==> config.mk <==
export PLATFORM = sky130hd
export DESIGN_NAME = lsu_stage
export DESIGN_NICKNAME = d
export VERILOG_FILES = /design/src/rtl/lsu_pkg.sv /design/src/rtl/lsu_align.sv /design/src/rtl/lsu_stage.sv
export SDC_FILE = /design/constraint.sdc
export NUM_CORES = 1
export LEC_CHECK = 0
export CAP_MARGIN = 10
export CORE_MARGIN = 3
export CORE_UTILIZATION = 41
export DETAILED_ROUTE_END_ITERATION = 8
export PLACE_DENSITY = 0.77
export SLEW_MARGIN = 10
export SYNTH_ARGS = -nofsm -noshare
export SYNTH_HDL_FRONTEND = slang
export SYNTH_SLANG_ARGS = --single-unit
==> constraint.sdc <==
create_clock -name clk -period 2.1 [get_ports clk]
set_input_delay 0.315 -clock clk [delete_from_list [all_inputs] [get_ports clk]]
set_output_delay 0.315 -clock clk [all_outputs]
set_load 0.005 [all_outputs]
==> src/rtl/lsu_pkg.sv <==
// ============================================================================
// lsu_pkg : opcode, func3 and state definitions shared by the LSU files
// Rev 1.0
// ============================================================================
`default_nettype none

package lsu_pkg;

  localparam logic [4:0] R_type  = 5'b01100;
  localparam logic [4:0] I_Comp  = 5'b00100;
  localparam logic [4:0] I_Load  = 5'b00000;
  localparam logic [4:0] Store   = 5'b01000;
  localparam logic [4:0] B_type  = 5'b11000;
  localparam logic [4:0] J_jal   = 5'b11011;
  localparam logic [4:0] I_jalr  = 5'b11001;
  localparam logic [4:0] U_lui   = 5'b01101;
  localparam logic [4:0] U_auipc = 5'b00101;

  localparam logic [2:0] LB  = 3'b000;
  localparam logic [2:0] LH  = 3'b001;
  localparam logic [2:0] LW  = 3'b010;
  localparam logic [2:0] LBU = 3'b100;
  localparam logic [2:0] LHU = 3'b101;
  localparam logic [2:0] SB  = 3'b000;
  localparam logic [2:0] SH  = 3'b001;
  localparam logic [2:0] SW  = 3'b010;

  typedef enum logic [0:0] {
    IDLE = 1'b0,
    BUSY = 1'b1
  } lsu_state_e;

  // Opcodes whose result lands in the register file (B-type and unknown do not).
  function automatic logic writes_rd(input logic [4:0] op);
    logic r;
    case (op)
      R_type, I_Comp, J_jal, I_jalr, U_lui, U_auipc: r = 1'b1;
      default:                                       r = 1'b0;
    endcase
    return r;
  endfunction

endpackage

`default_nettype wire

==> src/rtl/lsu_align.sv <==
// ============================================================================
// lsu_align : byte-lane strobe/replication for stores, extraction/extension
//             for loads, and access legality checks
// Rev 1.0
// ============================================================================
`default_nettype none

module lsu_align
  import lsu_pkg::*;
(
  input  logic [2:0]  i_func3,
  input  logic [1:0]  i_offset,
  input  logic        i_is_store,
  input  logic [31:0] i_store_data,
  input  logic [31:0] i_rdata,
  output logic [3:0]  o_wstrb,
  output logic [31:0] o_wdata,
  output logic [31:0] o_load_data,
  output logic        o_misaligned,
  output logic        o_illegal
);

  logic [7:0]  w_byte;
  logic [15:0] w_half;

  always_comb begin
    w_byte = 8'h00;
    case (i_offset)
      2'd0:    w_byte = i_rdata[7:0];
      2'd1:    w_byte = i_rdata[15:8];
      2'd2:    w_byte = i_rdata[23:16];
      default: w_byte = i_rdata[31:24];
    endcase
    w_half = i_offset[1] ? i_rdata[31:16] : i_rdata[15:0];
  end

  always_comb begin
    o_load_data = 32'h0;
    case (i_func3)
      LB:      o_load_data = {{24{w_byte[7]}}, w_byte};
      LH:      o_load_data = {{16{w_half[15]}}, w_half};
      LW:      o_load_data = i_rdata;
      LBU:     o_load_data = {24'h0, w_byte};
      LHU:     o_load_data = {16'h0, w_half};
      default: o_load_data = 32'h0;
    endcase
  end

  always_comb begin
    o_wstrb = 4'b0000;
    o_wdata = 32'h0;
    case (i_func3)
      SB: begin
        o_wstrb = 4'b0001 << i_offset;
        o_wdata = {4{i_store_data[7:0]}};
      end
      SH: begin
        o_wstrb = 4'b0011 << i_offset;
        o_wdata = {2{i_store_data[15:0]}};
      end
      SW: begin
        o_wstrb = 4'b1111;
        o_wdata = i_store_data;
      end
      default: begin
        o_wstrb = 4'b0000;
        o_wdata = 32'h0;
      end
    endcase
  end

  // func3[1:0] encodes the access size for both loads and stores.
  always_comb begin
    o_misaligned = ((i_func3[1:0] == 2'b01) && i_offset[0]) ||
                   ((i_func3[1:0] == 2'b10) && (i_offset != 2'b00));
    o_illegal = 1'b1;
    if (i_is_store) begin
      case (i_func3)
        SB, SH, SW: o_illegal = 1'b0;
        default:    o_illegal = 1'b1;
      endcase
    end else begin
      case (i_func3)
        LB, LH, LW, LBU, LHU: o_illegal = 1'b0;
        default:              o_illegal = 1'b1;
      endcase
    end
  end

endmodule

`default_nettype wire

==> src/rtl/lsu_stage.sv <==
// ============================================================================
// lsu_stage : memory stage with single-outstanding req/ack data port and a
//             registered one-beat writeback per retired instruction
// Rev 1.0
// ============================================================================
`default_nettype none

module lsu_stage
  import lsu_pkg::*;
#(
  parameter int XLEN = 32
) (
  input  logic            clk,
  input  logic            rst_n,
  input  logic            ex_valid,
  input  logic [4:0]      ex_opcode,
  input  logic [2:0]      ex_func3,
  input  logic [XLEN-1:0] ex_alu_out,
  input  logic [XLEN-1:0] ex_store_data,
  input  logic [4:0]      ex_rd,
  output logic            stall_o,
  output logic            dmem_req,
  output logic            dmem_we,
  output logic [XLEN-1:0] dmem_addr,
  output logic [3:0]      dmem_wstrb,
  output logic [XLEN-1:0] dmem_wdata,
  input  logic            dmem_ack,
  input  logic [XLEN-1:0] dmem_rdata,
  output logic            wb_valid,
  output logic            wb_we,
  output logic [4:0]      wb_rd,
  output logic [XLEN-1:0] wb_data,
  output logic            mem_err
);

  lsu_state_e      r_state;
  logic            r_req;
  logic            r_we;
  logic [XLEN-1:0] r_addr;
  logic [3:0]      r_wstrb;
  logic [XLEN-1:0] r_wdata;
  logic [2:0]      r_func3;
  logic [1:0]      r_off;
  logic [4:0]      r_rd;
  logic            r_is_load;
  logic            r_wb_valid;
  logic            r_wb_we;
  logic [4:0]      r_wb_rd;
  logic [XLEN-1:0] r_wb_data;
  logic            r_mem_err;

  logic            w_busy;
  logic            w_is_load;
  logic            w_is_store;
  logic            w_is_mem;
  logic [2:0]      w_al_func3;
  logic [1:0]      w_al_off;
  logic            w_al_store;
  logic [3:0]      w_wstrb;
  logic [XLEN-1:0] w_wdata;
  logic [XLEN-1:0] w_load_data;
  logic            w_misaligned;
  logic            w_illegal;
  logic            w_bad;
  logic            w_accept_mem;

  assign w_busy     = (r_state == BUSY);
  assign w_is_load  = (ex_opcode == I_Load);
  assign w_is_store = (ex_opcode == Store);
  assign w_is_mem   = w_is_load || w_is_store;

  // One aligner: IDLE looks at the incoming request, BUSY at the latched one.
  assign w_al_func3 = w_busy ? r_func3    : ex_func3;
  assign w_al_off   = w_busy ? r_off      : ex_alu_out[1:0];
  assign w_al_store = w_busy ? !r_is_load : w_is_store;

  lsu_align u_align (
    .i_func3      (w_al_func3),
    .i_offset     (w_al_off),
    .i_is_store   (w_al_store),
    .i_store_data (ex_store_data),
    .i_rdata      (dmem_rdata),
    .o_wstrb      (w_wstrb),
    .o_wdata      (w_wdata),
    .o_load_data  (w_load_data),
    .o_misaligned (w_misaligned),
    .o_illegal    (w_illegal)
  );

  assign w_bad        = w_misaligned || w_illegal;
  assign w_accept_mem = ex_valid && w_is_mem && !w_bad;

  assign stall_o = w_busy ? !dmem_ack : w_accept_mem;

  always_ff @(posedge clk or negedge rst_n) begin
    if (!rst_n) begin
      r_state    <= IDLE;
      r_req      <= 1'b0;
      r_we       <= 1'b0;
      r_addr     <= '0;
      r_wstrb    <= 4'b0000;
      r_wdata    <= '0;
      r_func3    <= 3'b000;
      r_off      <= 2'b00;
      r_rd       <= 5'd0;
      r_is_load  <= 1'b0;
      r_wb_valid <= 1'b0;
      r_wb_we    <= 1'b0;
      r_wb_rd    <= 5'd0;
      r_wb_data  <= '0;
      r_mem_err  <= 1'b0;
    end else begin
      r_wb_valid <= 1'b0;
      r_mem_err  <= 1'b0;
      if (!w_busy) begin
        if (ex_valid) begin
          if (w_is_mem && w_bad) begin
            r_wb_valid <= 1'b1;
            r_wb_we    <= 1'b0;
            r_wb_rd    <= ex_rd;
            r_wb_data  <= ex_alu_out;
            r_mem_err  <= 1'b1;
          end else if (w_is_mem) begin
            r_state   <= BUSY;
            r_req     <= 1'b1;
            r_we      <= w_is_store;
            r_addr    <= {ex_alu_out[XLEN-1:2], 2'b00};
            r_wstrb   <= w_is_store ? w_wstrb : 4'b0000;
            r_wdata   <= w_is_store ? w_wdata : '0;
            r_func3   <= ex_func3;
            r_off     <= ex_alu_out[1:0];
            r_rd      <= ex_rd;
            r_is_load <= w_is_load;
          end else begin
            r_wb_valid <= 1'b1;
            r_wb_we    <= writes_rd(ex_opcode) && (ex_rd != 5'd0);
            r_wb_rd    <= ex_rd;
            r_wb_data  <= ex_alu_out;
          end
        end
      end else if (dmem_ack) begin
        r_state    <= IDLE;
        r_req      <= 1'b0;
        r_wb_valid <= 1'b1;
        r_wb_we    <= r_is_load && (r_rd != 5'd0);
        r_wb_rd    <= r_rd;
        if (r_is_load) begin
          r_wb_data <= w_load_data;
        end
      end
    end
  end

  assign dmem_req   = r_req;
  assign dmem_we    = r_we;
  assign dmem_addr  = r_addr;
  assign dmem_wstrb = r_wstrb;
  assign dmem_wdata = r_wdata;
  assign wb_valid   = r_wb_valid;
  assign wb_we      = r_wb_we;
  assign wb_rd      = r_wb_rd;
  assign wb_data    = r_wb_data;
  assign mem_err    = r_mem_err;

endmodule

`default_nettype wire

Word level (Yosys, flattened, before mapping)
Index checks and enable logic that the tools add are counted.
{ "totals": {"wordCells": 119, "out_inout_bits": 111, "in_bits": 113, "ff_bits": 120} }
{ "classes": {"mux": 53, "n_bitwise": 2, "eq_ne": 19, "reduce_logical": 28, "n_shift": 2} }
{ "ops": {"columns": ["op", "count"], "rows": [
  ["2-to-1 mux 32 bit", 7],
  ["one-hot mux 32 bit (5 select lines)", 1],
  ["one-hot mux 32 bit (3 select lines)", 1],
  ["2-to-1 mux 1 bit", 33],
  ["2-to-1 mux 5 bit", 5],
  ["one-hot mux 8 bit (3 select lines)", 1],
  ["2-to-1 mux 16 bit", 1],
  ["equality test 5 x 4 -> 1 bit (second input constant)", 3],
  ["one-hot mux 4 bit (3 select lines)", 1],
  ["AND reduction 4 bit", 3],
  ["equality test 5 x 3 -> 1 bit (second input constant)", 2],
  ["equality test 5 bit (second input constant)", 2],
  ["nonzero test 5 bit", 2],
  ["logical AND 1 bit", 7],
  ["equality test 3 bit (second input constant)", 2],
  ["nonzero test 2 bit", 3],
  ["OR reduction 6 bit", 1],
  ["logical NOT 5 bit", 1],
  ["OR reduction 5 bit", 1],
  ["equality test 2 x 1 -> 1 bit (second input constant)", 2],
  ["equality test 2 bit (second input constant)", 2],
  ["2-to-1 mux 4 bit", 1],
  ["!= test 2 bit (second input constant)", 2],
  ["left shift 1 x 2 -> 4 bit (first input constant)", 1],
  ["other kinds (14)", 19]
]} }

Logic depth before layout (Yosys ltp)
Gate-level depths: netlist (run 1).
{ "depth": {"word_depth": 15, "ltp_mapped": 11, "mapped_depth_nobuf": 6} }

Cells and area by module
A second synthesis (run 1) with hierarchy kept.
{ "hier_totals": {"hier_cells": 662, "area_unflattened_um2": 6816.5} }
{ "by_module_without_submodules": {"columns": ["mod", "area_per_inst_um2", "cells_per_inst", "n_inst"], "rows": [
  ["lsu_stage", 5117.4, 416, 1],
  ["lsu_align", 1699.1, 246, 1]
]} }

Worst setup path before layout (run 1)
Ideal clock, no wire load.
{ "synth_timing": {"path_type": "register to output", "from": "register r_state", "to": "output port stall_o", "arrival_time_ns": 1.932, "path_slack_ns": -0.147, "required_time_ns": 1.785, "n_path_buf": 3, "stages_incl_launch_ff": 9, "path_cell_list": "dfrtp_1 > buf_6 > mux2_4 > or2_2 > a2bb2oi_2 > nand3_2 > buf_6 > clkbuf_1 > o21ai_0"} }
{ "synth_via": {"elab_chain_len": 9} }
{ "synth_rtl": {"columns": ["element", "line", "text"], "rows": [
  ["from (decl)", "lsu_stage.sv:36", "lsu_state_e r_state;"],
  ["from (signal assigned)", "lsu_stage.sv:97", "r_state <= IDLE;"],
  ["from (signal assigned)", "lsu_stage.sv:124", "r_state <= BUSY;"],
  ["from (signal assigned)", "lsu_stage.sv:142", "r_state <= IDLE;"],
  ["2-to-1 mux 3 bit", "lsu_stage.sv:73", "assign w_al_func3 = w_busy ? r_func3 : ex_func3;"],
  ["equality test 3 x 1 -> 1 bit, or another cell as far along", "lsu_align.sv:78, lsu_align.sv:83", null],
  ["OR reduction 5 bit or OR reduction 3 bit (tied branches)", "lsu_align.sv:83, lsu_align.sv:78", null],
  ["2-to-1 mux 1 bit, on equally long branches", "lsu_align.sv:83, lsu_align.sv:78", null],
  ["2-to-1 mux 1 bit", "lsu_align.sv:77", "if (i_is_store) begin"],
  ["logical OR 1 bit", "lsu_stage.sv:90", "assign w_bad = w_misaligned || w_illegal;"],
  ["logical NOT 1 bit", "lsu_stage.sv:91", "assign w_accept_mem = ex_valid && w_is_mem && !w_bad;"],
  ["logical AND 1 bit", "lsu_stage.sv:91", null],
  ["2-to-1 mux 1 bit *", "lsu_stage.sv:93", "assign stall_o = w_busy ? !dmem_ack : w_accept_mem;"],
  ["to (decl)", "lsu_stage.sv:21", "output logic stall_o,"]
]} }
Every way passes the cells marked *; elsewhere a longest branch is shown, timed or not.

Worst setup path after layout (run 1)
Same ends and word-level chain as after synthesis.

==> metrics.yaml, run 1 <==
htreeDepth: 4
yosysWarnings: 0
ant_nets: 0
via_count: 6481
fin_area_um2: 10430
async_flop_share_pct: 100.0
end_kind: "output pin"
critPathTopFamily: "flip-flops"
crit_buf_inv: 3
p_leak_nw: 4.502
dr.pass1.iters: 7
r2r_cells: 10
avgSynthCellArea_um2: 10.36
die_h_um: 130.0
cts_tree: "done"
clk_latency_ns: 0.42
fillerInstances: 1069
place_area_um2: 9261
viasPerCell: 5.870
start_kind: "register"
cts.sinks: 120
max_stage_delay_ns: 0.41
cp_num_cells: 8
stdcell_count: 1104
violations: "setup timing"
ctsLongestPathBuffers: 2
report.final.slew_viol_count: 0
cp_cell_sequence: "buf_6, buf_8, mux2i_4, nand2_2, a2bb2oi_4, nand3_4, o21ai_2, buf_2"
area_growth_pct: 65.50
setup_viol: 118
worstSetupPathType: "reg2out"
hold_class: "in2async"
finalPower_w: 0.008025
core_area_um2: 14750
place.gp.congestion: 0.9337
final_hold_viol_count: 0
ys_types: 67
grt_pass1_vias: 6673
start_util_pct: 42.70
ys_seq_area_share_pct: 47.67
synth-seq-cells: 120
wl_per_cell_um: 21.19
fmax_ghz: 0.4260
syn_area_um2: 6300
clk_pin_slew_ns: 0.06
crit_path_top_delay_cell: "dfrtp_1"
fin_skew_ns: 0.007468
hpwl_um: 16540
period_share_pct: 111.8
synthMostInstantiatedCell: "dfrtp_1"
rows: 44
tightest_slew_ns: 0.6068
power_density_nw_per_um2: 769.7
synth_top_area_share_pct: 47.67
synthCells: 608
peakVddDrop_mv: 0.5695
yosysTopAreaCell: "dfrtp_1"
timing.final.crit_period_ns: 2.348
grt_pass1_wl_um: 36230
track_usage_pct: 27.65
rsz0062_at_grt: "yes"
numPortBuffers: 221
grt_start_max_net_pins: 50
dieArea_um2: 16890
num_antenna_cells: 0
die_w_um: 130.0
drc: 0
r2r_slack_ns: -0.24
antenna_found_initial: 0
status: "finished, violations left"
ys_top_cells_by_count: "dfrtp_1 (120), nand2_1 (54), o21ai_0 (53)"
ys_top_cells_by_area: "dfrtp_1 (48%), mux2_2 (5.0%), o21ai_0 (4.2%), a21oi_1 (3.9%), nand2_1 (3.2%)"
path_max_fanout: 5
synth-edff-count: 0
root_buffer: "clkbuf_16"
fin_nets: 1020
drt_wl_total_um: 23400
drt_iter0_markers: 711
required_ns: 1.78
fin_ws_ns: -0.2477
gr-total-overflow: 0
cts_buffers: 17
dp.cells: 1051
drive_gt1_share_pct: 24.46
boundaryPins: 224
maxSlewHeadroom_pct: 59.55
maxCapViolCount: 0
worstPathArrival_ns: 2.03
yosys_most_used_dff: "dfrtp_1"
[through the flow]
stage | setup WS (ns) | setup TNS (ns) | util (%) | hold slack (ns)
after floorplan | -0.06696 | -1.291 | - | 0.01941
after global placement | -0.4836 | -44.56 | 62.77 | 0.3081
after detailed placement | -0.5921 | -58.64 | 62.77 | 0.3189
after CTS | -0.1970 | -12.05 | 69.61 | 0.4507
after global routing | -0.3018 | -24.72 | 70.67 | 0.4888
final | -0.2477 | -18.04 | 70.67 | 0.4378
[cell usage in the layout, fill, tap and decap left out, types with 4 or more instances in the layout]
cell               n
clkinvlp_4         6
and2_1            15
nand2_1           52
mux2i_1           18
a22o_1            14
a22oi_1           16
mux2_2            26
a31oi_1            5
o22ai_1           13
o21ai_0           18
clkbuf_16         19
or4_1              4
nor2b_1           15
buf_6             11
dfrtp_1          120
a222oi_1           6
o21ai_1           38
a211oi_1           6
buf_4             70
o21ai_2            5
a221o_1            9
bufbuf_16          4
a211o_1            4
buf_12            13
inv_1              4
a21oi_1           47
nor2_1            36
mux2_4            15
clkdlybuf4s50_1  218
[cell type report]
type	instances	area, um2	share of cell area, %
Multi-Input combinational cell	439	3229	30.97
Sequential cell	120	3003	28.80
Tap cell	184	230.2	2.208
Clock buffer	20	446.7	4.284
Timing Repair Buffer	324	3343	32.07
Clock inverter	12	151.4	1.452
Inverter	5	22.52	0.2160
[cell families after synthesis]
kind of cell	Yosys count	synth area share, %
buffers and inverters	51	4.886
and+or+nand+nor	158	12.37
AOI/OAI and AO/OA	214	23.14
muxes	64	11.88
DFF	120	47.67
other	1	0.05953
[worst paths after layout]
kind / endpoint / startpoint
min in group clk: wb_data[9] / wb_data[9]
worst max-delay path: stall_o / r_state
worst min-delay path: dmem_addr[29] / rst_n
worst min register to register: wb_data[9] / wb_data[9]
worst max register to register: dmem_addr[26] / r_state
max in group asynchronous: wb_data[27] / rst_n
[registers in the layout, indices dropped and copies added (netlist names), 2 cells and up]
| signal | flops |
|---|---|
| dmem_wdata | 32 |
| r_rd | 5 |
| dmem_wstrb | 4 |
| r_func3 | 3 |
| dmem_addr | 30 |
| wb_data | 32 |
| r_off | 2 |
| wb_rd | 5 |
[power breakdown]
| part | internal [W] | switching [W] | leakage (nW) | total [W] |
|---|---|---|---|---|
| clock network | 0.00189 | 0.00109 | 0.278 | 0.00297 |
| registers | 0.00267 | 0.000235 | 1.53 | 0.00291 |
| logic | 0.00131 | 0.000840 | 2.69 | 0.00214 |
| total | 0.00586 | 0.00216 | 4.50 | 0.00802 |
[metal layers]
layer | GRT usage, % | vias up | share of wire [%]
met4 | 12.35 | 0 | 3.0
met5 | 0 | - | 0
met1 | 34.21 | 3154 | 38
li1 | - | 2859 | -
met2 | 45.68 | 398 | 50
met3 | 7.163 | 70 | 9.4
[repair_timing]
action / CTS / global route
pin swaps: 19 / 9
endpoints found under the setup margin: 115 / 120
hold buffers: 1 / 0
resized for setup: 75 / 25
buffers inserted: 8 / 3
cloned: 7 / 2
endpoints found under the hold margin: 36 / 0
No activity file was read; power rests on OpenSTA's default activity.
==> run 2: changes to the inputs <==
--- a/config.mk
+++ b/config.mk
@@ -10,6 +10,7 @@
 export CORE_UTILIZATION = 41
 export DETAILED_ROUTE_END_ITERATION = 8
 export PLACE_DENSITY = 0.77
+export RECOVER_POWER = 25
 export SLEW_MARGIN = 10
 export SYNTH_ARGS = -nofsm -noshare
 export SYNTH_HDL_FRONTEND = slang
==> run 2 against run 1 <==
- the flow still finishes with violations (setup timing)
- utilization shrank 0.10 points
- cell area shrank 0.14%
- combinational power is essentially flat
- flip-flop and latch count is the same
- critical path type unchanged
==> metrics.yaml, run 2 (synthesis gave the netlist of run 1 again) <==
timing.setup.tns_ns: -17.64
hold_class: "reg2reg"
whs_endpoint: "wb_data[9]"
htreeDepth: 4
fillerInstances: 1072
report.final.slew_viol_count: 0
path_max_fanout: 5
dr.pass1.iters: 7
viasPerCell: 5.891
maxSlewHeadroom_pct: 35.44
root_buffer: "clkbuf_16"
end_kind: "output pin"
track_usage_pct: 27.65
hold_ws_ns: 0.4866
cts_tree: "done"
clk_latency_ns: 0.42
fin_area_um2: 10410
core_area_um2: 14750
use_met2_pct: 45.68
period_share_pct: 111.6
grt_pass1_wl_um: 36230
r2r_slack_ns: -0.24
grt_start_max_net_pins: 50
cts_buffers: 17
cp_cell_sequence: "buf_6, buf_8, mux2i_4, nand2_2, a2bb2oi_4, nand3_4, o21ai_2, buf_2"
power_density_nw_per_um2: 769.6
met1_usage_pct: 34.21
r2r-start: "r_state"
drive_gt1_share_pct: 24.46
drc: 0
wl_per_cell_um: 21.16
fin_nets: 1020
via_count: 6504
stdcell_count: 1104
busiest_layer: "met2"
area_growth_pct: 65.26
die_w_um: 130.0
layout_commonest_cell: "clkdlybuf4s50_1"
start_util_pct: 42.70
worstSetupPathType: "reg2out"
num_antenna_cells: 0
rsz0062_at_grt: "yes"
boundaryPins: 224
dp.cells: 1051
worstPathArrival_ns: 2.03
hpwl_um: 16540
die_h_um: 130.0
layout_common_cells: "clkdlybuf4s50_1 (218), dfrtp_1 (120), buf_4 (69)"
status: "finished, violations left"
start_kind: "register"
fin_skew_ns: 0.006909
antenna_found_initial: 0
crit_buf_inv: 3
fmax_ghz: 0.4266
min_from: "wb_data[9]"
required_ns: 1.78
peakVddDrop_mv: 0.5676
tightest_slew_ns: 0.9684
crit_path_top_delay_cell: "dfrtp_1"
r2r_cells: 10
place_area_um2: 9261
regToRegEndpoint: "dmem_addr[26]"
dieArea_um2: 16890
setup_viol: 118
place.gp.congestion: 0.9337
drt_wl_total_um: 23360
p_leak_nw: 4.496
finalPower_w: 0.008012
maxCapViolCount: 0
rows: 44
gr-total-overflow: 0
max_stage_delay_ns: 0.41
timing.final.crit_period_ns: 2.344
final_hold_viol_count: 0
cts.sinks: 120
ctsLongestPathBuffers: 2
clk_pin_slew_ns: 0.06
critPathTopFamily: "flip-flops"
drt_iter0_markers: 759
ant_nets: 0
holdPathStages: 2
fin_ws_ns: -0.2439
numPortBuffers: 221
grt_pass1_vias: 6673
violations: "setup timing"
met3_usage_pct: 7.163
## run 2: cell count changes in the layout (fill, tap and decap cells not counted), sizes merged
cell / before / now
clkbuf: 22 / 24
buf: 98 / 96
## run 2: worst reg2reg max path, cell delays in order (launching register included)
cell and delay (ns):
dfrtp_1 0.41, buf_6 0.14, buf_8 0.13, mux2i_4 0.30, nand2_2 0.13, a2bb2oi_4 0.21
nand3_4 0.10, buf_4 0.17, buf_6 0.14, buf_12 0.16, mux2_1 0.34
## run 2: power breakdown
group | leakage, nW | switching, W | total (W) | internal, W
sequential | 1.53 | 0.000234 | 0.00291 | 0.00267
combinational | 2.68 | 0.000840 | 0.00214 | 0.00130
clock | 0.278 | 0.00108 | 0.00296 | 0.00189
total | 4.50 | 0.00215 | 0.00801 | 0.00586
## run 2: what timing repair did
| action | in CTS | in global routing |
|---|---|---|
| buffers inserted | 8 | 3 |
| hold buffers | 1 | 0 |
| cloned | 7 | 2 |
| endpoints found under the setup margin | 115 | 120 |
| endpoints found under the hold margin | 36 | 0 |
| pin swaps | 19 | 9 |
| gates resized for setup | 75 | 25 |
## run 2: worst max-delay path by stage
stage / endpoint / cells after the start / start
2_1_floorplan: dmem_addr[14] / 9 / r_state
5_1_grt: stall_o / 8 / r_state
3_3_place_gp: stall_o / 7 / ex_opcode[4]
3_5_place_dp: stall_o / 7 / ex_opcode[4]
6_report: stall_o / 8 / r_state
4_1_cts: stall_o / 8 / r_state
## run 2: per-stage QoR
step / worst slack (ns) / utilization [%]
final: -0.2439 / 70.56
after global routing: -0.3018 / 70.56
after CTS: -0.1970 / 69.61
after detailed placement: -0.5921 / 62.77
after global placement: -0.4836 / 62.77
after floorplan: -0.06696 / -
## run 2: per-layer routing
metal,vias to the layer above,part of all wire [%],wire length [um]
met2,394,50,11610
li1,2863,-,-
met4,0,2.8,662
met3,66,9.0,2105
met1,3181,38,8974
met5,-,0,0
## run 2: final cells by class
type	instances	area (um2)	area share [%]
sequential	120	3003	28.84
clock inverter	12	151.4	1.454
tap	184	230.2	2.211
timing repair buffer	324	3328	31.97
inverter	5	22.52	0.2163
multi-input combinational	439	3229	31.02
clock buffer	20	446.7	4.290
==> run 3: changes to the inputs <==
--- a/config.mk
+++ b/config.mk
@@ -6,10 +6,12 @@
 export NUM_CORES = 1
 export LEC_CHECK = 0
 export CAP_MARGIN = 10
-export CORE_MARGIN = 3
-export CORE_UTILIZATION = 41
+export CELL_PAD_IN_SITES_DETAIL_PLACEMENT = 2
+export CELL_PAD_IN_SITES_GLOBAL_PLACEMENT = 2
+export CORE_MARGIN = 2
+export CORE_UTILIZATION = 25
 export DETAILED_ROUTE_END_ITERATION = 8
-export PLACE_DENSITY = 0.77
+export PLACE_DENSITY_LB_ADDON = 0.1
 export RECOVER_POWER = 25
 export SLEW_MARGIN = 10
 export SYNTH_ARGS = -nofsm -noshare
==> run 3 against run 2 <==
- the run still ends with setup timing left
- via count about the same
- routed wire length increased by 29%
- largest power group unchanged
- largest cell class unchanged
- power increased by 5.0%
- cell area increased by 10%
- maximum frequency decreased by 5.7%
- count of clock-buffer cells in the layout unchanged
- die area increased by 57%
==> metrics.yaml, run 3 (synthesis gave the netlist of run 1 again) <==
gr-total-overflow: 0
cts_tree: "done"
area_growth_pct: 81.83
clk_pin_slew_ns: 0.06
worstSetupPathType: "reg2reg"
dieArea_um2: 26480
peakVddDrop_mv: 0.4700
final_hold_viol_count: 0
cts_buffers: 17
fin_nets: 1052
report.final.slew_viol_count: 0
htreeDepth: 4
maxSlewHeadroom_pct: 26.74
regArea_um2: 3004
wl_per_cell_um: 23.57
start_kind: "register"
numPortBuffers: 221
path_max_fanout: 5
multi_input_area_um2: 3655
status: "finished, violations left"
drt_iter0_markers: 334
maxCapViolCount: 0
hold_ws_ns: 0.4836
drc: 0
start_util_pct: 25.24
via_count: 6506
clockPowerShare_pct: 35.9
rsz0062_at_grt: "yes"
clk_latency_ns: 0.42
dr.pass1.iters: 5
drt_wl_total_um: 30240
intPower_w: 0.005948
power_density_nw_per_um2: 734.2
worstPathArrival_ns: 2.81
end_kind: "register"
fin_skew_ns: 0.01212
dp_slack_ns: -0.7226
violations: "setup timing"
cts.sinks: 120
layout_common_cells: "clkdlybuf4s50_1 (217), dfrtp_1 (119), buf_4 (84)"
grt_pass1_wl_um: 43670
hpwl_um: 20290
hold_class: "reg2reg"
layout_commonest_cell: "clkdlybuf4s50_1"
p_switching_w: 0.002461
die_h_um: 162.7
timing.setup.tns_ns: -33.23
p_leak_nw: 4.843
timing.final.crit_period_ns: 2.487
ant_nets: 0
drive_gt1_share_pct: 34.66
grt_pass1_vias: 7458
place.gp.congestion: 0.8082
setup_viol: 120
grt_start_max_net_pins: 46
boundaryPins: 224
root_buffer: "clkbuf_16"
fmax_ghz: 0.4022
fin_util_pct: 45.89
comb_power_share_pct: 28.9
viasPerCell: 5.071
r2r_cells: 10
rows: 58
core_area_um2: 24960
track_usage_pct: 21.57
swShare_pct: 29.27
required_ns: 2.43
tightest_slew_ns: 1.099
fin_ws_ns: -0.3865
die_w_um: 162.7
holdPathStages: 2
antenna_found_initial: 1
fillerInstances: 2559
ctsLongestPathBuffers: 2
finalPower_w: 0.008409
period_share_pct: 118.4
p_seq_share_pct: 35.1
[run 3: final timing paths]
kind	to	from	slack, ns
max	wb_we	r_state	-0.39
min	dmem_wdata[19]	dmem_wdata[19]	0.48
max reg2reg	wb_we	r_state	-0.39
min reg2reg	dmem_wdata[19]	dmem_wdata[19]	0.48
max in group asynchronous	wb_data[23]	rst_n	0.23
min in group asynchronous	dmem_addr[12]	rst_n	0.64
[run 3: power by group through the flow]
stage / logic (W) / clock network, W / registers [W]
final: 0.00243 / 0.00302 / 0.00296
after global routing: 0.00260 / 0.00320 / 0.00300
after CTS: 0.00227 / 0.00311 / 0.00293
after detailed placement: 0.00208 / 0 / 0.00296
after global placement: 0.00201 / 0 / 0.00293
after floorplan: 0.000704 / 0 / 0.00293
[run 3: routing by layer]
metal / up-vias / global-route usage [%] / routed length, um / share of wire (%)
li1: 2936 / - / - / -
met5: - / 0 / 0 / 0
met2: 192 / 39.50 / 16140 / 53
met4: 0 / 5.591 / 435 / 1.4
met1: 3350 / 25.38 / 12370 / 41
met3: 28 / 4.787 / 1289 / 4.3
[run 3: final cells by class]
type                    instances  share of cell area [%]
diodes                          1                 0.02185
well taps                     330                   3.605
flip-flops and latches        120                   26.23
clock inverters                12                   1.234
inverters                       5                  0.1638
clock buffers                  20                   3.987
repair buffers                356                   32.86
multi-input cells             439                   31.91
[run 3: stage by stage]
stage,std cells,instance area (um2)
after floorplan,609,6350
after global placement,1212,9565
after detailed placement,1212,9565
after CTS,1265,10790
after global routing,1282,11450
final,1283,11450
[run 3: what timing repair did]
item,CTS,global route
pin swaps,21,43
cloned,8,7
gates resized for setup,107,113
hold buffers,1,0
setup buffers,13,14
endpoints found under the hold margin,36,0
setup endpoints to repair,121,121
[run 3: critical path: stages (launching register included)]
cell,delay [ns]
dfrtp_2,0.48
mux2_4,0.34
buf_6,0.13
a311o_1,0.33
o211ai_4,0.13
buf_6,0.16
buf_6,0.10
buf_6,0.08
a31o_4,0.17
mux2_4,0.33
a31oi_4,0.15
